### src/rtl/multicycle_adder_pkg.sv
// Shared types and constants for the multi-cycle adder/subtractor.
package multicycle_adder_pkg;

  // Controller states: waiting, stepping through digits, one-cycle result strobe.
  typedef enum logic [1:0] {
    ST_IDLE = 2'd0,
    ST_RUN  = 2'd1,
    ST_DONE = 2'd2
  } state_e;

  // Operation select on the mode input.
  localparam logic MODE_ADD = 1'b0;
  localparam logic MODE_SUB = 1'b1;

endpackage

### src/rtl/multicycle_adder_digit_adder.sv
// Combinational DIGIT-bit ripple adder. Besides the carry out it exposes the
// carry into its top bit so the caller can form signed overflow on the last digit.
module digit_adder #(
  parameter int DIGIT = 1
) (
  input  logic [DIGIT-1:0] x,
  input  logic [DIGIT-1:0] y,
  input  logic             ci,
  output logic [DIGIT-1:0] s,
  output logic             co,
  output logic             c_msb
);

  logic carry;

  // Ripple the carry bit by bit; c_msb ends up as the carry entering bit DIGIT-1.
  always_comb begin
    carry = ci;
    c_msb = ci;
    s     = '0;
    for (int i = 0; i < DIGIT; i++) begin
      c_msb = carry;
      s[i]  = x[i] ^ y[i] ^ carry;
      carry = (x[i] & y[i]) | (carry & (x[i] ^ y[i]));
    end
    co = carry;
  end

endmodule

### src/rtl/multicycle_adder.sv
// Sequential adder/subtractor: consumes a WIDTH-bit operand pair DIGIT bits per
// clock, least-significant digit first, behind a start/busy/done handshake.
// Subtraction is done as a + ~b + ~cin so a single adder serves both modes.
module multicycle_adder
  import multicycle_adder_pkg::*;
#(
  parameter int WIDTH = 8,
  parameter int DIGIT = 1
) (
  input  logic             clk,
  input  logic             rst_n,
  input  logic             start,
  input  logic             mode,
  input  logic [WIDTH-1:0] a,
  input  logic [WIDTH-1:0] b,
  input  logic             cin,
  output logic             busy,
  output logic             done,
  output logic [WIDTH-1:0] sum,
  output logic             cout,
  output logic             ovf
);

  localparam int NDIG = WIDTH / DIGIT;
  localparam int CW   = $clog2(NDIG + 1);
  localparam logic [CW-1:0] LAST_DIGIT = CW'(NDIG - 1);

  // Reject parameter sets the digit-serial datapath cannot handle.
  if (WIDTH < 2 || DIGIT < 1 || DIGIT > WIDTH || (WIDTH % DIGIT) != 0) begin : g_param_check
    $error("multicycle_adder: WIDTH must be >= 2 and an integer multiple of DIGIT");
  end

  state_e           state_q, state_d;
  logic [CW-1:0]    cnt_q, cnt_d;
  logic [WIDTH-1:0] a_q, a_d;
  logic [WIDTH-1:0] b_q, b_d;
  logic [WIDTH-1:0] res_q, res_d;
  logic             carry_q, carry_d;
  logic             mode_q, mode_d;
  logic [WIDTH-1:0] sum_q, sum_d;
  logic             cout_q, cout_d;
  logic             ovf_q, ovf_d;

  logic [DIGIT-1:0] dig_s;
  logic             dig_co;
  logic             dig_cmsb;
  logic [WIDTH-1:0] res_shift;
  logic             last_digit;
  logic             accept;

  digit_adder #(
    .DIGIT (DIGIT)
  ) u_digit_adder (
    .x     (a_q[DIGIT-1:0]),
    .y     (b_q[DIGIT-1:0]),
    .ci    (carry_q),
    .s     (dig_s),
    .co    (dig_co),
    .c_msb (dig_cmsb)
  );

  // New digit enters at the MSB; after NDIG shifts the register holds the full result.
  assign res_shift  = WIDTH'({dig_s, res_q} >> DIGIT);
  assign last_digit = (cnt_q == LAST_DIGIT);
  assign accept     = start && (state_q != ST_RUN);

  // Next-state logic: start is honoured from IDLE and from the DONE cycle.
  always_comb begin
    state_d = state_q;
    case (state_q)
      ST_IDLE: if (start) state_d = ST_RUN;
      ST_RUN:  if (last_digit) state_d = ST_DONE;
      ST_DONE: state_d = start ? ST_RUN : ST_IDLE;
      default: state_d = ST_IDLE;
    endcase
  end

  // Datapath next-state: capture on accept, step one digit per RUN cycle,
  // and publish sum/cout/ovf only on the final digit so they hold otherwise.
  always_comb begin
    cnt_d   = cnt_q;
    a_d     = a_q;
    b_d     = b_q;
    res_d   = res_q;
    carry_d = carry_q;
    mode_d  = mode_q;
    sum_d   = sum_q;
    cout_d  = cout_q;
    ovf_d   = ovf_q;
    if (accept) begin
      a_d     = a;
      b_d     = (mode == MODE_SUB) ? ~b : b;
      carry_d = (mode == MODE_SUB) ? ~cin : cin;
      mode_d  = mode;
      cnt_d   = '0;
    end else if (state_q == ST_RUN) begin
      a_d     = a_q >> DIGIT;
      b_d     = b_q >> DIGIT;
      res_d   = res_shift;
      carry_d = dig_co;
      cnt_d   = cnt_q + CW'(1);
      if (last_digit) begin
        sum_d  = res_shift;
        // In subtract mode a carry out means "no borrow", so invert it.
        cout_d = (mode_q == MODE_SUB) ? ~dig_co : dig_co;
        ovf_d  = dig_cmsb ^ dig_co;
      end
    end
  end

  // State and datapath registers; reset aborts any operation in flight.
  always_ff @(posedge clk or negedge rst_n) begin
    if (!rst_n) begin
      state_q <= ST_IDLE;
      cnt_q   <= '0;
      a_q     <= '0;
      b_q     <= '0;
      res_q   <= '0;
      carry_q <= 1'b0;
      mode_q  <= MODE_ADD;
      sum_q   <= '0;
      cout_q  <= 1'b0;
      ovf_q   <= 1'b0;
    end else begin
      state_q <= state_d;
      cnt_q   <= cnt_d;
      a_q     <= a_d;
      b_q     <= b_d;
      res_q   <= res_d;
      carry_q <= carry_d;
      mode_q  <= mode_d;
      sum_q   <= sum_d;
      cout_q  <= cout_d;
      ovf_q   <= ovf_d;
    end
  end

  assign busy = (state_q == ST_RUN);
  assign done = (state_q == ST_DONE);
  assign sum  = sum_q;
  assign cout = cout_q;
  assign ovf  = ovf_q;

endmodule

### config.mk
export PLATFORM = sky130hd
export DESIGN_NAME = multicycle_adder
export DESIGN_NICKNAME = d
export VERILOG_FILES = /design/src/rtl/multicycle_adder_pkg.sv /design/src/rtl/multicycle_adder_digit_adder.sv /design/src/rtl/multicycle_adder.sv
export SDC_FILE = /design/constraint.sdc
export NUM_CORES = 1
export LEC_CHECK = 0
export ABC_AREA = 1
export BUFFER_PORTS_ARGS = -buffer_cell sky130_fd_sc_hd__buf_2
export CAP_MARGIN = 20
export CORE_ASPECT_RATIO = 0.6
export CORE_MARGIN = 3
export CORE_UTILIZATION = 49
export CTS_CLUSTER_SIZE = 10
export DETAILED_ROUTE_END_ITERATION = 16
export PLACE_DENSITY = 0.74
export SYNTH_ARGS = -nofsm -noshare
export SYNTH_HDL_FRONTEND = slang
export SYNTH_SLANG_ARGS = --single-unit
### constraint.sdc
create_clock -name clk -period 1.24 [get_ports clk]
set_input_delay 0.248 -clock clk [delete_from_list [all_inputs] [get_ports clk]]
set_output_delay 0.248 -clock clk [all_outputs]
set_load 0.02 [all_outputs]
# After elaboration in Yosys (flattened, before gate mapping)
# Index checks and enable logic that the tools add are counted.
[totals]
reg_bits = 42
latch_bits = 0
ramBits = 0
rom_bits = 0
word_cells = 48
mem_count = 0
[classes]
n_addsub = 1
multipliers = 0
div = 0
magnitude_cmp = 0
n_eq_ne = 6
shifts = 0
n_mux = 15
bitwise_logic = 10
n_reduce_logical = 6
[op_table]
columns = ["operator", "n"]
rows = [
  ["8-bit 2-to-1 mux", 5],
  ["4-bit 2-to-1 mux", 2],
  ["8-bit inverter", 1],
  ["2-bit one-hot mux with 3 select lines", 1],
  ["1-bit 2-to-1 mux", 5],
  ["4-bit by 1-bit adder with 4-bit output (second input constant)", 1],
  ["4-bit by 3-bit == test with 1-bit output (second input constant)", 1],
  ["2-bit 2-to-1 mux", 2],
  ["2-bit by 1-bit != test with 1-bit output (second input constant)", 2],
  ["2-bit AND reduction", 2],
  ["1-bit inverter", 3],
  ["3-bit AND reduction", 1],
  ["1-bit XOR", 3],
  ["1-bit bitwise AND", 2],
  ["2-bit by 1-bit == test with 1-bit output (second input constant)", 1],
  ["2-bit == test (second input constant)", 1],
  ["2-bit logical NOT", 1],
  ["2-bit != test (second input constant)", 1],
  ["2-bit nonzero test", 1],
  ["1-bit logical AND", 1],
  ["1-bit OR", 1],
]

# Logic depth before layout (Yosys ltp)
# Gate-level depths: netlist of run 1.
[depth]
word_depth = 5
mapped_depth = 8

# Cells and area by module
# A second synthesis of run 1 with hierarchy kept.
[hier_totals]
cells_unflattened = 232
area_unflattened_um2 = 1929.4
[modules_own_cells]
columns = ["mod", "instances", "cells_per_inst", "area_per_inst_um2"]
rows = [
  ["multicycle_adder", 1, 230, 1901.8],
  ["digit_adder", 1, 2, 27.5],
]

# Least setup slack after synthesis of run 1
# OpenSTA, ideal clock, no wires.
[synth_path]
kind = "flip-flop to flip-flop"
startpoint = "reg carry_q"
endpoint = "reg cout_q (netlist: cout)"
arrival_time_ns = 1.112
path_slack_ns = 0.006
stages_incl_launch_ff = 4
n_path_buf = 0
path_cell_list = "dfrtp_1 fa_1 xnor2_1 o21ai_1"
[synth_via]
elab_chain_len = 4
[synth_lines]
columns = ["item", "line_no", "text"]
rows = [
  ["start, declared", "multicycle_adder.sv:38", "logic carry_q, carry_d;"],
  ["start signal, assigned", "multicycle_adder.sv:130", "carry_q <= carry_d;"],
  ["1-bit bitwise AND (*)", "multicycle_adder_digit_adder.sv:24", "carry = (x[i] & y[i]) | (carry & (x[i] ^ y[i]));"],
  ["1-bit OR (*)", "multicycle_adder_digit_adder.sv:24", ""],
  ["1-bit inverter", "multicycle_adder.sv:105", "cout_d = (mode_q == MODE_SUB) ? ~dig_co : dig_co;"],
  ["1-bit 2-to-1 mux (*)", "multicycle_adder.sv:105", ""],
  ["end signal, assigned", "multicycle_adder.sv:133", "cout_q <= cout_d;"],
  ["end, declared", "multicycle_adder.sv:41", "logic cout_q, cout_d;"],
]
# Every way passes the cells marked *; elsewhere a longest branch is shown, timed or not.
# A chain may end at the register's enable or synchronous reset.

# Worst setup path after layout of run 1
[layout_path]
startpoint = "reg cnt_q[0]"
endpoint = "reg sum_q[7] (netlist: sum[7])"
[layout_via]
elab_chain_len = 2
[layout_lines]
columns = ["item", "line_no", "text"]
rows = [
  ["start, declared", "multicycle_adder.sv:34", "logic [CW-1:0] cnt_q, cnt_d;"],
  ["start signal, assigned", "multicycle_adder.sv:126", "cnt_q <= cnt_d;"],
  ["4-bit by 3-bit == test with 1-bit output", "multicycle_adder.sv:64", "assign last_digit = (cnt_q == LAST_DIGIT);"],
  ["3-bit AND reduction (no line)", "n/a", ""],
  ["end signal, assigned", "multicycle_adder.sv:132", "sum_q <= sum_d;"],
  ["end, declared", "multicycle_adder.sv:40", "logic [WIDTH-1:0] sum_q, sum_d;"],
]
# Every way passes these cells.

==> results of run 1 <==
==> state kept, by name, indices dropped and copies added, names as in the netlist <==
name and flops:
a_q 8, cnt_q 4, carry_q 1, cout 1
ovf 1, res_q 7, mode_q 1, state_q 2
sum 8, b_q 8
==> cells in the mapped netlist <==
cell	number
nand2_1	89
dfrtp_1	41
nand3_1	31
inv_1	22
o21ai_0	11
buf_2	10
o21ai_1	10
nor2_1	3
xnor2_1	3
inv_2	2
a21oi_1	1
buf_4	1
clkinv_1	1
fa_1	1
ha_1	1
nand2_2	1
nand4_1	1
nor2_2	1
nor2_4	1
o22ai_1	1
==> power by group through the flow <==
stage	registers [uW]	logic, uW	clock network, uW
2_1_floorplan	2380	1240	0
3_3_place_gp	2220	2060	0
3_5_place_dp	2240	2120	0
4_1_cts	2220	2300	814
5_1_grt	2360	2910	853
6_report	2290	2610	797
==> final cells by class <==
type	count	area [sq um]
clock inverters	1	5.005
well taps	45	56.30
clock buffers	5	68.82
inverters	25	96.34
flip-flops and latches	41	1027
multi-input cells	155	797.0
repair buffers	54	417.9
fillers	269	994.7
==> cell families (layout without fill, tap and decap cells) <==
| logic type | count (synthesis) | after routing | synth area share |
|---|---|---|---|
| AND/OR/NAND/NOR | 127 | 127 | 0.2817 |
| flip-flops | 41 | 41 | 0.5448 |
| buffers and inverters | 36 | 85 | 0.08040 |
| AO/OA/AOI/OAI | 23 | 23 | 0.06179 |
| XOR/XNOR | 3 | 3 | 0.01396 |
| adder cells (fa/ha/maj) | 2 | 2 | 0.01728 |
==> layout by cell type, fill, tap and decap left out, types with 2 or more instances in the layout <==
cell type,Yosys,layout
o21ai_0,11,9
clkbuf_8,0,5
o21ai_2,0,3
dfrtp_1,41,40
nand3_1,31,31
nand2_4,0,5
xnor2_1,3,3
buf_12,0,2
nand2_1,89,75
nand2_2,1,10
inv_1,22,20
o21ai_1,10,9
buf_6,0,6
nor2_4,1,3
buf_2,10,30
inv_2,2,3
buf_4,1,13
==> worst max-delay path by stage <==
stage | startpoint | end | slack, ns | cells past startpoint
after floorplan | carry_q | cout | 0.006 | 3
final | cnt_q[0] | sum[7] | -0.02 | 7
after global routing | cnt_q[0] | sum[7] | -0.09 | 7
after detailed placement | carry_q | cout | -0.04 | 3
after CTS | state_q[1] | done | -0.03 | 3
after global placement | carry_q | cout | 0.0004 | 3
==> layer usage <==
metal | vias to the layer above | share of wire | global-route usage
met5 | - | 0 | 0
met4 | 0 | 0.015 | 0.07105
met3 | 8 | 0.050 | 0.04128
met2 | 37 | 0.45 | 0.2954
met1 | 769 | 0.48 | 0.2861
li1 | 822 | - | -
==> metrics by stage <==
| step | setup WS [ns] | setup TNS [ns] |
|---|---|---|
| global route | -0.09017 | -0.6746 |
| detailed placement | -0.04142 | -0.07315 |
| floorplan | 0.005674 | 0 |
| finish | -0.02221 | -0.07831 |
| CTS | -0.02744 | -0.02744 |
| global placement | 0.0004072 | 0 |
==> worst max-delay path, delay by kind of cell, from the launching register on <==
kind | cells | cell delay [ns]
simple gates | 4 | 0.33
flops | 1 | 0.37
compound gates | 1 | 0.06
buf+inv | 1 | 0.18
fa+ha+maj | 1 | 0.21
==> repair_timing <==
item / CTS / global route
endpoints found under the hold margin: 14 / 0
gates resized for setup: 14 / 29
pin swaps: 5 / 7
buffers inserted: 3 / 3
gates cloned: 1 / 1
hold buffers: 1 / 0
endpoints found under the setup margin: 11 / 27
==> results_dict.tcl, run 1 <==
set metrics [dict create \
    area_delta_synth_final_pct 31.10 \
    peakVddDrop_v 0.001358 \
    yosys_warnings 0 \
    powerDensity_mw_per_mm2 2309 \
    timing_hold_violations_final 0 \
    grt_overflow_total 0 \
    vias 1636 \
    numPortBuffers 32 \
    placed_cell_area_sq_mm 0.002165 \
    stdcell_area_sq_mm 0.002469 \
    hold_path.class "in2reg" \
    synth.top_cell.area_share 0.5449 \
    power.total_uw 5700 \
    pwr-share-clk 0.140 \
    root_buffer "clkbuf_8" \
    crit_required_ns 1.41 \
    whs_path_depth 3 \
    path_clk_slew_ns 0.08 \
    drv_slew 0 \
    antenna_found_initial 0 \
    worst_path_largest_cell_delay_ns 0.37 \
    syn_area_sq_mm 0.001883 \
    grt.total_usage 0.1978 \
    synth_area_leaders "dfrtp_1, nand2_1, nand3_1" \
    whs_ns 0.1404 \
    worst_skew_pair.late_latency_ns 0.30 \
    wl_per_cell_microns 12.95 \
    num_rows 16 \
    cts.sinks 41 \
    rrSetupSlack_ns -0.02 \
    ys_seq_area_frac 0.5449 \
    min_to "a_q[7]" \
    drt-initial-drc-count 82 \
    core_area_sq_mm 0.003463 \
    synthesis.nets 255 \
    cp_cell_sequence "ha_2 -> nand2_4 -> nor2_4 -> nand2_4 -> clkbuf_16 -> nand2_2 -> o21ai_1" \
    outcome "complete, but fails checks" \
    relSlewSlack 0.7540 \
    arrival_ns 1.44 \
    critPathLaunchType "register" \
    totalWireLength_microns 4221 \
    max_cap_viol_count 0 \
    max_slew.worst_pin.slew_ns 0.3689 \
    layout-drive-gt1-share 0.3132 \
    dieArea_sq_mm 0.004647 \
    pin_count 33 \
    seqPwrFrac 0.402 \
    ant_nets 0 \
    setup_viol 5 \
    p_int_uw 3419 \
    die_y_microns 54.02 \
    cts_tree "yes" \
    first_pass_iters 4 \
    worstReg2RegStart "cnt_q[0]" \
    cpMostUsedCell "nand2_4" \
    grt_first_pass_wirelength_microns 6962 \
    syn_area_per_cell_sq_um 8.117 \
    fin_crit_sh 1.018 \
    p_leak_uw 0.001318 \
    synth_top_cell_by_area "dfrtp_1" \
    initial_utilization 0.5437 \
    p_sw_uw 2280 \
    timing.fmax_ghz 0.7923 \
    setup_slack_ns -0.02221 \
    reg2reg_to "sum[7]" \
    dp_cells 311 \
    min_from "a[7]" \
    fp.dieW_microns 86.03 \
    gp_congestion 0.7823 \
    yosysUniqueCellTypes 20 \
    final_cell_count_no_fill 326 \
    drcViolationCount 0 \
    rr_worst_depth 7 \
    critPathCaptureType "register" \
    cts_max_path_buffers 2 \
    fin_skew_ns 0.01228 \
    violations "setup timing" \
    hpwl_microns 2709 \
    combinationalPowerShare 0.458 \
    critPathMaxFanout 5 \
    viasPerCell 5.018 \
    grt_pass1_vias 1485 \
    swShare 0.4001 \
    ys_seq_elements 41 \
    cp_slowest_cell "dfrtp_1" \
    netlist_instances 232 \
    fin_crit_ns 1.262 \
    numCtsBuffers 5 \
    htree_levels 2 \
    crit_type "reg2reg" \
    final_core_util 0.7128 \
    nNetsFinal 305 \
    rsz0062_at_grt "true" \
    diodes 0 \
    grt_max_degree 28 \
]
No activity file was read; power rests on OpenSTA's default activity.
==> inputs of run 2 (changes only) <==
--- a/config.mk
+++ b/config.mk
@@ -5,7 +5,7 @@
 export SDC_FILE = /design/constraint.sdc
 export NUM_CORES = 1
 export LEC_CHECK = 0
-export ABC_AREA = 1
+export ABC_AREA = 0
 export BUFFER_PORTS_ARGS = -buffer_cell sky130_fd_sc_hd__buf_2
 export CAP_MARGIN = 20
 export CORE_ASPECT_RATIO = 0.6
==> run 2 against run 1 <==
The run still ends with setup timing left. Critical path depth fell by 2. Final cell count fell by 17%. Total power rose by 20%. Highest routed layer unchanged. Wire length rose by 7.3%. Maximum frequency fell by 12%.
==> results_dict.tcl, run 2 <==
set metrics [dict create \
    rrSetupSlack_ns -0.20 \
    ys_seq_area_frac 0.5574 \
    setup_slack_ns -0.1959 \
    area_delta_synth_final_pct 41.13 \
    grt_max_degree 42 \
    arrival_ns 1.62 \
    gp_congestion 0.7593 \
    critPathLaunchType "register" \
    outcome "complete, but fails checks" \
    ys_seq_elements 41 \
    die_y_microns 53.48 \
    async_reset_ff_frac 1.000 \
    vias 1430 \
    p_leak_uw 0.001305 \
    timing.fmax_ghz 0.6964 \
    whs_path_depth 3 \
    layout_commonest_cell "dfrtp_1" \
    initial_utilization 0.5376 \
    setup_viol 20 \
    pin_count 33 \
    netlist_instances 166 \
    first_pass_iters 4 \
    yosys_warnings 0 \
    fin_crit_sh 1.158 \
    num_rows 16 \
    core_area_sq_mm 0.003423 \
    powerDensity_mw_per_mm2 2626 \
    fin_tns_setup_ns -2.501 \
    htree_levels 2 \
    worst_skew_pair.late_latency_ns 0.30 \
    crit_type "reg2reg" \
    hpwl_microns 2721 \
    ant_nets 0 \
    max_slew.worst_pin.slew_ns 0.2716 \
    nNetsFinal 247 \
    cts.sinks 41 \
    rsz0062_at_grt "true" \
    numPortBuffers 32 \
    min_from "a[7]" \
    timing_hold_violations_final 0 \
    fp.dieW_microns 85.12 \
    numCtsBuffers 5 \
    viasPerCell 5.296 \
    whs_ns 0.2025 \
    grt_first_pass_wirelength_microns 6886 \
    synth_edf_count 0 \
    drt-initial-drc-count 76 \
    antenna_found_initial 0 \
    cts_tree "yes" \
    layout-drive-gt1-share 0.4267 \
    worstReg2RegStart "cnt_q[1]" \
    placed_cell_area_sq_mm 0.002148 \
    syn_area_sq_mm 0.001841 \
    violations "setup timing" \
    min_to "a_q[7]" \
    wl_per_cell_microns 16.78 \
    critPathMaxFanout 6 \
    synth.top_cell.area_share 0.5574 \
    totalWireLength_microns 4531 \
    relSlewSlack 0.8189 \
    diodes 0 \
    drcViolationCount 0 \
    hold_path.class "in2reg" \
    synth_ff_type "dfrtp_1" \
    yosysUniqueCellTypes 22 \
    rr_worst_depth 5 \
    peakVddDrop_v 0.001439 \
    root_buffer "clkbuf_8" \
    critPathCaptureType "register" \
    stdcell_area_sq_mm 0.002597 \
    path_clk_slew_ns 0.08 \
    grt_pass1_vias 1421 \
    reg2reg_to "sum[0]" \
    synth_top_cell_by_area "dfrtp_1" \
    fin_crit_ns 1.436 \
    synthesis.nets 189 \
    grt.total_usage 0.2039 \
    max_cap_viol_count 0 \
    crit_required_ns 1.42 \
    dieArea_sq_mm 0.004552 \
    layout_common_cells "dfrtp_1, nand2_1, buf_2" \
    syn_area_per_cell_sq_um 11.09 \
    drv_slew 0 \
    cts_max_path_buffers 2 \
    yosys-top-cells-count "dfrtp_1, nand2_1, o21ai_0" \
    grt_overflow_total 0 \
    synth_area_leaders "dfrtp_1, mux2i_1, nand2_1" \
    yosysMostFrequentCell "dfrtp_1" \
    fin_skew_ns 0.003360 \
]
## run 2: cell count changes after synthesis, moves of 4 or more
cell,change
mux2_2,+10
o21ai_0,+11
mux2i_1,+16
nand3_1,-27
buf_2,-4
xor2_1,+11
inv_1,-21
nand2_1,-49
o21ai_1,-10
## run 2: cells by family (layout without fill, tap and decap cells)
| family | count (synthesis) | in the layout | synth area share |
|---|---|---|---|
| and+or+nand+nor | 50 | 50 | 0.1210 |
| DFF | 41 | 41 | 0.5574 |
| muxes | 26 | 26 | 0.1482 |
| AOI/OAI and AO/OA | 24 | 24 | 0.06799 |
| xor gates and xnor gates | 12 | 12 | 0.05710 |
| buffers and inverters | 11 | 70 | 0.03059 |
| adders and majority gates | 2 | 2 | 0.01767 |
## run 2: what timing repair did
action	CTS	global route
pin swaps	3	3
endpoints found under the hold margin	41	0
hold buffers	1	0
endpoints found under the setup margin	32	35
cloned	2	2
resized for setup	30	42
buffers inserted	5	2
## run 2: area by class of cell
cell class	count	area (sq um)
flip-flops and latches	41	1026
multi-input cells	114	854.6
fillers	211	825.8
repair buffers	60	506.7
clock buffers	5	68.82
clock inverters	3	65.06
well taps	45	56.30
inverters	2	20.02
## run 2: how the worst max path moves through the flow
stage	slack, ns	startpoint	to	cells past startpoint
after floorplan	-0.1	cnt_q[0]	cout	5
after global placement	-0.1	a_q[0]	ovf	3
after detailed placement	-0.14	a_q[0]	cout	3
after CTS	-0.17	state_q[0]	done	3
after global routing	-0.26	cnt_q[1]	sum[0]	5
final	-0.20	cnt_q[1]	sum[0]	5
## run 2: routing by layer
metal / GRT usage / vias up / routed length [microns] / part of all wire
met4: 0.07895 / 0 / 54 / 0.012
met3: 0.05754 / 8 / 255 / 0.056
li1: - / 670 / - / -
met2: 0.3415 / 44 / 2345 / 0.52
met5: 0 / - / 0 / 0
met1: 0.2534 / 708 / 1875 / 0.41
## run 2: per-stage QoR
| step | setup slack, ns | instances | power (uW) | utilization |
|---|---|---|---|---|
| final | -0.1959 | 270 | 6822 | 0.7588 |
| after global routing | -0.2635 | 270 | 7201 | 0.7588 |
| after global placement | -0.09938 | 250 | 4250 | 0.6276 |
| after CTS | -0.1744 | 266 | 6169 | 0.7138 |
| after detailed placement | -0.1425 | 250 | 4414 | 0.6276 |
| after floorplan | -0.09733 | 166 | 3576 | - |
## run 2: worst max-delay path, cell delays in order (launching register included)
cell	delay [ns]
dfrtp_1	0.38
ha_2	0.23
nand2_4	0.07
nor3_4	0.16
buf_6	0.18
mux2_4	0.31
## run 2: power breakdown
part           internal, uW  total, uW  leakage, uW  switching [uW]
Clock                   799       1270    0.0000681             466
Sequential             1920       2340     0.000511             418
Combinational          1650       3210     0.000725            1570
Total                  4370       6820      0.00130            2450
